`config.mk`:
```
export PLATFORM = sky130hd
export DESIGN_NAME = hls_macc_drv
export DESIGN_NICKNAME = d
export VERILOG_FILES = /design/src/rtl/hls_macc_pkg.sv /design/src/rtl/hls_tmo_cnt.sv /design/src/rtl/hls_macc_drv.sv
export SDC_FILE = /design/constraint.sdc
export NUM_CORES = 1
export LEC_CHECK = 0
export CAP_MARGIN = 10
export CORE_AREA = 2 2 184 186
export DETAILED_ROUTE_END_ITERATION = 12
export DIE_AREA = 0 0 186 188
export PLACE_DENSITY = 0.71
export SLEW_MARGIN = 20
export SYNTH_ARGS = -nofsm -noshare
export SYNTH_HDL_FRONTEND = slang
export SYNTH_SLANG_ARGS = --single-unit
```
`constraint.sdc`:
```
create_clock -name ap_clk -period 3.9 [get_ports ap_clk]
set_input_delay 0.78 -clock ap_clk [delete_from_list [all_inputs] [get_ports ap_clk]]
set_output_delay 0.78 -clock ap_clk [all_outputs]
set_load 0.05 [all_outputs]
```
`src/rtl/hls_macc_pkg.sv`:
```
// Shared types and constants for the HLS multiply-accumulate core driver.
package hls_macc_pkg;

  localparam int unsigned MaccDw = 32;
  localparam int unsigned OpCntW = 16;
  localparam int unsigned TmoW   = 16;

  typedef enum logic [1:0] {
    StIdle,
    StStart,
    StWait,
    StResp
  } macc_st_e;

  function automatic logic st_busy(input macc_st_e st);
    return (st == StStart) || (st == StWait);
  endfunction

endpackage

```
`src/rtl/hls_tmo_cnt.sv`:
```
// Operation timeout counter: counts enabled cycles from a clear and flags the
// terminal count, holding there until cleared.
module hls_tmo_cnt
  import hls_macc_pkg::*;
#(
  parameter int unsigned Limit = 1024,
  parameter int unsigned Width = TmoW
) (
  input  logic clk_i,
  input  logic rst_i,
  input  logic clr_i,
  input  logic en_i,
  output logic tc_o
);

  localparam logic [Width-1:0] TcVal = Width'(Limit - 1);

  logic [Width-1:0] cnt_q, cnt_d;

  always_comb begin
    cnt_d = cnt_q;
    if (clr_i) begin
      cnt_d = '0;
    end else if (en_i && !tc_o) begin
      cnt_d = cnt_q + Width'(1);
    end
  end

  always_ff @(posedge clk_i) begin
    if (rst_i) begin
      cnt_q <= '0;
    end else begin
      cnt_q <= cnt_d;
    end
  end

  assign tc_o = (cnt_q == TcVal);

endmodule

```
`src/rtl/hls_macc_drv.sv`:
```
// Host-side driver for an ap_ctrl_hs HLS MACC core: latches one operand set,
// handshakes the core, captures strobed results and aborts on timeout.
module hls_macc_drv
  import hls_macc_pkg::*;
#(
  parameter int unsigned TMO_CYC = 1024,
  parameter int unsigned DW      = MaccDw
) (
  input  logic              ap_clk,
  input  logic              ap_rst,
  input  logic              cmd_valid,
  output logic              cmd_ready,
  input  logic [DW-1:0]     cmd_i1,
  input  logic [DW-1:0]     cmd_i2,
  input  logic [DW-1:0]     cmd_i3,
  input  logic [DW-1:0]     cmd_i4,
  input  logic [DW-1:0]     cmd_i6,
  output logic              core_ap_start,
  input  logic              core_ap_ready,
  input  logic              core_ap_done,
  input  logic              core_ap_idle,
  output logic [DW-1:0]     core_i1,
  output logic [DW-1:0]     core_i2,
  output logic [DW-1:0]     core_i3,
  output logic [DW-1:0]     core_i4,
  output logic [DW-1:0]     core_i6,
  input  logic [DW-1:0]     core_o1,
  input  logic [DW-1:0]     core_o2,
  input  logic              core_o1_ap_vld,
  input  logic              core_o2_ap_vld,
  output logic              rsp_valid,
  input  logic              rsp_ready,
  output logic [DW-1:0]     rsp_o1,
  output logic [DW-1:0]     rsp_o2,
  output logic              rsp_o1_vld,
  output logic              rsp_o2_vld,
  output logic              rsp_err,
  output logic [OpCntW-1:0] op_cnt
);

  macc_st_e st_q, st_d;

  logic              start_q, start_d;
  logic [DW-1:0]     i1_q, i1_d, i2_q, i2_d, i3_q, i3_d, i4_q, i4_d, i6_q, i6_d;
  logic [DW-1:0]     o1_q, o1_d, o2_q, o2_d;
  logic              v1_q, v1_d, v2_q, v2_d;
  logic              err_q, err_d;
  logic [OpCntW-1:0] cnt_q, cnt_d;

  logic tmo_clr, tmo_en, tmo_tc;

  hls_tmo_cnt #(
    .Limit (TMO_CYC),
    .Width (TmoW)
  ) u_tmo (
    .clk_i (ap_clk),
    .rst_i (ap_rst),
    .clr_i (tmo_clr),
    .en_i  (tmo_en),
    .tc_o  (tmo_tc)
  );

  // Held low during reset so nothing is offered before the driver is released.
  assign cmd_ready = (st_q == StIdle) && core_ap_idle && !ap_rst;

  always_comb begin
    st_d    = st_q;
    i1_d    = i1_q;
    i2_d    = i2_q;
    i3_d    = i3_q;
    i4_d    = i4_q;
    i6_d    = i6_q;
    o1_d    = o1_q;
    o2_d    = o2_q;
    v1_d    = v1_q;
    v2_d    = v2_q;
    err_d   = err_q;
    cnt_d   = cnt_q;
    tmo_clr = 1'b0;
    tmo_en  = st_busy(st_q);

    // Results are only trusted while the core is running our operation.
    if (st_busy(st_q)) begin
      if (core_o1_ap_vld) begin
        o1_d = core_o1;
        v1_d = 1'b1;
      end
      if (core_o2_ap_vld) begin
        o2_d = core_o2;
        v2_d = 1'b1;
      end
    end

    unique case (st_q)
      StIdle: begin
        if (cmd_valid && cmd_ready) begin
          i1_d    = cmd_i1;
          i2_d    = cmd_i2;
          i3_d    = cmd_i3;
          i4_d    = cmd_i4;
          i6_d    = cmd_i6;
          v1_d    = 1'b0;
          v2_d    = 1'b0;
          err_d   = 1'b0;
          tmo_clr = 1'b1;
          st_d    = StStart;
        end
      end
      StStart: begin
        if (core_ap_ready && core_ap_done) begin
          st_d = StResp;
        end else if (tmo_tc) begin
          err_d = 1'b1;
          st_d  = StResp;
        end else if (core_ap_ready) begin
          st_d = StWait;
        end
      end
      StWait: begin
        // Done on the terminal-count cycle still counts as a clean finish.
        if (core_ap_done) begin
          st_d = StResp;
        end else if (tmo_tc) begin
          err_d = 1'b1;
          st_d  = StResp;
        end
      end
      StResp: begin
        if (rsp_ready) begin
          cnt_d = cnt_q + OpCntW'(1);
          st_d  = StIdle;
        end
      end
      default: st_d = StIdle;
    endcase

    start_d = (st_d == StStart);
  end

  always_ff @(posedge ap_clk) begin
    if (ap_rst) begin
      st_q    <= StIdle;
      start_q <= 1'b0;
      i1_q    <= '0;
      i2_q    <= '0;
      i3_q    <= '0;
      i4_q    <= '0;
      i6_q    <= '0;
      o1_q    <= '0;
      o2_q    <= '0;
      v1_q    <= 1'b0;
      v2_q    <= 1'b0;
      err_q   <= 1'b0;
      cnt_q   <= '0;
    end else begin
      st_q    <= st_d;
      start_q <= start_d;
      i1_q    <= i1_d;
      i2_q    <= i2_d;
      i3_q    <= i3_d;
      i4_q    <= i4_d;
      i6_q    <= i6_d;
      o1_q    <= o1_d;
      o2_q    <= o2_d;
      v1_q    <= v1_d;
      v2_q    <= v2_d;
      err_q   <= err_d;
      cnt_q   <= cnt_d;
    end
  end

  assign core_ap_start = start_q;
  assign core_i1       = i1_q;
  assign core_i2       = i2_q;
  assign core_i3       = i3_q;
  assign core_i4       = i4_q;
  assign core_i6       = i6_q;
  assign rsp_valid     = (st_q == StResp);
  assign rsp_o1        = o1_q;
  assign rsp_o2        = o2_q;
  assign rsp_o1_vld    = v1_q;
  assign rsp_o2_vld    = v2_q;
  assign rsp_err       = err_q;
  assign op_cnt        = cnt_q;

endmodule

```
Word-level counts from Yosys, hierarchy flattened
Cells that the tools add are included.

word-level totals
  register bits = 262
  logic and storage cells = 63
  bits of input ports = 233
  output and inout bits = 246

cells by class
  $add $sub $neg = 2
  mux-type cells = 23
  equality and inequality tests = 8
  reductions and logical operators = 16

operators by type and width
  operator               number
  $add 16x1->16 const B  2
  $eq 16x10->1 const B   1
  $mux 1                 14
  $mux 2                 7
  $pmux 2 s4             1
  $reduce_and 2->1       4
  $logic_and 1x1->1      5
  $eq 2x1->1 const B     2
  $eq 2x2->1 const B     2
  $ne 2x2->1 const B     2
  $reduce_and 4->1       1
  $pmux 1 s3             1
  $reduce_bool 3->1      1
  $logic_not 1->1        2
  $logic_not 2->1        1
  $ne 2x1->1 const B     1
  $reduce_or 2->1        1
  $logic_or 1x1->1       1

Logic depth before layout (Yosys ltp)
  depth after elaboration = 7
  mapped depth = 8

Cells and area by module
From an unflattened synthesis, not the netlist that was laid out.

second synthesis, totals
  cells, all modules = 1200
  area total of the unflattened synthesis = 9586.7 µm²

by module, submodules not included
  module        area each (µm²)  instances  cells each  sequential area each (µm²)
  hls_macc_drv  8719.6           1          1105        4924.7
  hls_tmo_cnt   867.1            1          95          320.3

Least setup slack after synthesis
Ideal clock, no wire load.

  kind = in2out
  from = input ap_rst
  to = output cmd_ready
  stages = 4
  path slack = 1125 ps
  arrival time = 1995 ps
  required time = 3120 ps
  cell sequence = clkbuf_1 > clkbuf_1 > clkbuf_1 > nor2_1

on the way
  longest elaborated chain between the ends = 2

ends and longest elaborated chain
  element            RTL line            source
  start, declared    hls_macc_drv.sv:10  input logic ap_rst,
  $logic_not 1->1    hls_macc_drv.sv:64  assign cmd_ready = (st_q == StIdle) && core_ap_idle && !ap_rst;
  $logic_and 1x1->1  hls_macc_drv.sv:64
  end, declared      hls_macc_drv.sv:12  output logic cmd_ready,

No other way between the ends.

Final worst setup path
  from = input core_ap_idle
  to = output cmd_ready

on the way
  longest elaborated chain between the ends = 2

ends and longest elaborated chain
  element                          RTL line            source
  start, declared                  hls_macc_drv.sv:21  input logic core_ap_idle,
  $logic_and 1x1->1 (2 in series)  hls_macc_drv.sv:64

No other way between the ends.

==> reports/results.ini <==
[cells_and_area]
antenna_cells=0
num-nets-final=1878
num-fill-cells=3172
drive_gt1_share_pct=3.68
regArea_mm2=0.00525
multi_input_area_mm2=0.00395
fin_util_pct=47.1
area_growth_syn_to_layout_pct=63.4

[run_status]
status=complete, no violations

[worst_setup_path]
crit_type=input port to output pin
cp-end-kind=output pin
crit_arrival_ns=2.44
cp_max_fo=4
start_kind=input port
crit_required_ns=3.12

[floorplanning]
die_w_um=186
rows=67
initial_utilization_pct=28.8
io_pins=479
fp.dieH_um=188
die_area_mm2=0.0350
coreArea_mm2=0.0331

[timing]
fin_worst_skew_ns=0.00768
relSlewSlack_pct=33.2
tns_ns=0
fin_hold_ws_ns=0.451
max_freq_mhz=310
fin_crit_sh_pct=82.6
setup_violations=0
rsz0062_at_grt=false
setup_ws_ns=0.678
hold_viol_final=0
max_slew.worst_pin.slew_ns=1.00
fin_crit_ns=3.22
finalMaxSlewViolations=0

[placed_design]
dpl.hpwl_um=22300
port_buffers=478
gp_congestion=0.813
place_ws_ns=0.630

[clock_tree]
cts_hold_buffers=0
insertion_delay_ns=0.55
cts.path.max_buffers=3
cts_resized=0
path_clk_slew_ns=0.06
cts.sink_count=262
post-cts-setup-buffer-count=0
cts_tree=yes
root_buffer=clkbuf_16
cts_buffers=30
htree_num_levels=1

[job]
drv_cap=0

[grt]
gr-total-overflow=0
grt_max_degree=131
antenna_found_initial=0
grt.total_usage_pct=17.2
grt_pass1_wl_um=48600
grt_pass1_vias=9463

[drt]
via_count=9652
first_iter_violations=452
wl_per_cell_um=15.0
wl_um=31700
drt_pass1_iterations=5
drcViolationCount=0
ant_nets=0
via_per_inst=4.58

[synth]
yosysWarnings=0
synth_cells=1201
ys_seq_area_share_pct=54.9
synth_cell_types=45
synthArstFlopShare_pct=0
syn_nets=1441
synth_edf_count=0
syn-cell-area_mm2=0.00955
syn_avg_cell_area_um2=7.95
synth-seq-cells=262
synth_flop_cell=dfxtp_1

[power]
total_power_mw=6.43
power.density_mw_per_mm2=412
leakage_nw=5.31
vdd_drop_max_v=0.000381

[min_path]
hp-class=flop to flop

==> synthesized netlist by cell type (2+ instances only) <==
cell      instances  share of area, %
dfxtp_1         262                55
nor2b_1           4              0.26
buf_1             5              0.20
a211oi_1          3              0.24
buf_6             2              0.24
o21ai_0          14              0.73
nor2_1           21              0.83
xnor2_1           4              0.37
o31ai_1           5              0.39
and2_1            4              0.26
a21oi_1         241                13
buf_2            21               1.1
or4_1             7              0.55
and4_1            5              0.46
ha_1              7              0.92
nor3_1            5              0.26
or3_1             6              0.39
a21o_1            2              0.16
nand4_1          13              0.85
nand2_1         468                18
nor4_1            2              0.13
nand3_1          11              0.58
xor2_1            8              0.73
o21a_1            2              0.16
inv_1             5              0.20
and4_2            2              0.21
clkbuf_1         54               2.1
==> cells in the final DEF, fill, tap and decap left out, drive strengths merged, types with 8 or more instances in the layout <==
cell type	n
nand4	13
a21oi	241
clkdlybuf4s50	477
clkbuf	50
xor2	8
nand2	468
nor2	21
buf	10
dfxtp	262
and4	8
o21ai	14
nand3	11
==> state kept, by name, summed over array words and instances (netlist names) <==
signal,cells
rsp_err,1
u_tmo.cnt_q,16
rsp_o1_vld,1
rsp_o2,32
core_i3,32
rsp_o1,32
core_ap_start,1
rsp_o2_vld,1
st_q,2
core_i1,32
core_i2,32
op_cnt,16
core_i4,32
core_i6,32
==> power breakdown <==
part | switching [mW] | total [mW] | internal, mW
sequential | 0.0419 | 2.80 | 2.76
combinational | 0.534 | 0.932 | 0.398
clock | 1.07 | 2.70 | 1.63
==> logic make-up (layout without fill, tap and decap cells) <==
family / after synthesis / after routing / share of synthesized area, %
xor+xnor: 12 / 12 / 1.10
compound gates: 275 / 275 / 15.0
simple gates: 558 / 558 / 24.2
buf+inv: 87 / 545 / 3.85
flops: 262 / 262 / 54.9
fa+ha+maj: 7 / 7 / 0.917
==> critical path: stages <==
cell and delay (ns):
clkdlybuf4s50_1 0.54, nand2_1 0.12, nor2_1 0.15, clkdlybuf4s50_1 0.84
==> worst paths after layout <==
path | start | end | slack, ns | depth (start not counted)
setup reg to reg | st_q[1] | u_tmo.cnt_q[15] | 1.72 | 6
hold / removal | core_i4[29] | core_i4[29] | 0.45 | 2
setup / recovery | core_ap_idle | cmd_ready | 0.68 | 4
hold reg to reg | core_i4[29] | core_i4[29] | 0.45 | 2
==> cell type report <==
type / instances / area share, %
flip-flops and latches: 262 / 33.6
repair buffers: 487 / 31.3
multi-input cells: 852 / 25.3
well taps: 448 / 3.59
clock buffers: 50 / 5.81
inverters: 5 / 0.120
clock inverters: 3 / 0.256
==> metal layers <==
layer / track usage (%) / share of wire, %
met5: 0 / 0
met2: 29.9 / 48
met4: 6.06 / 3.4
met3: 5.94 / 9.4
met1: 19.2 / 39
==> metrics by stage <==
| step | instances | area, µm² |
|---|---|---|
| after CTS | 2107 | 15600 |
| after global routing | 2107 | 15600 |
| after detailed placement | 2054 | 14700 |
| final | 2107 | 15600 |
| after floorplan | 1201 | 9550 |
| after global placement | 2054 | 14700 |
Note: power is estimated with default switching activity, not from simulation.
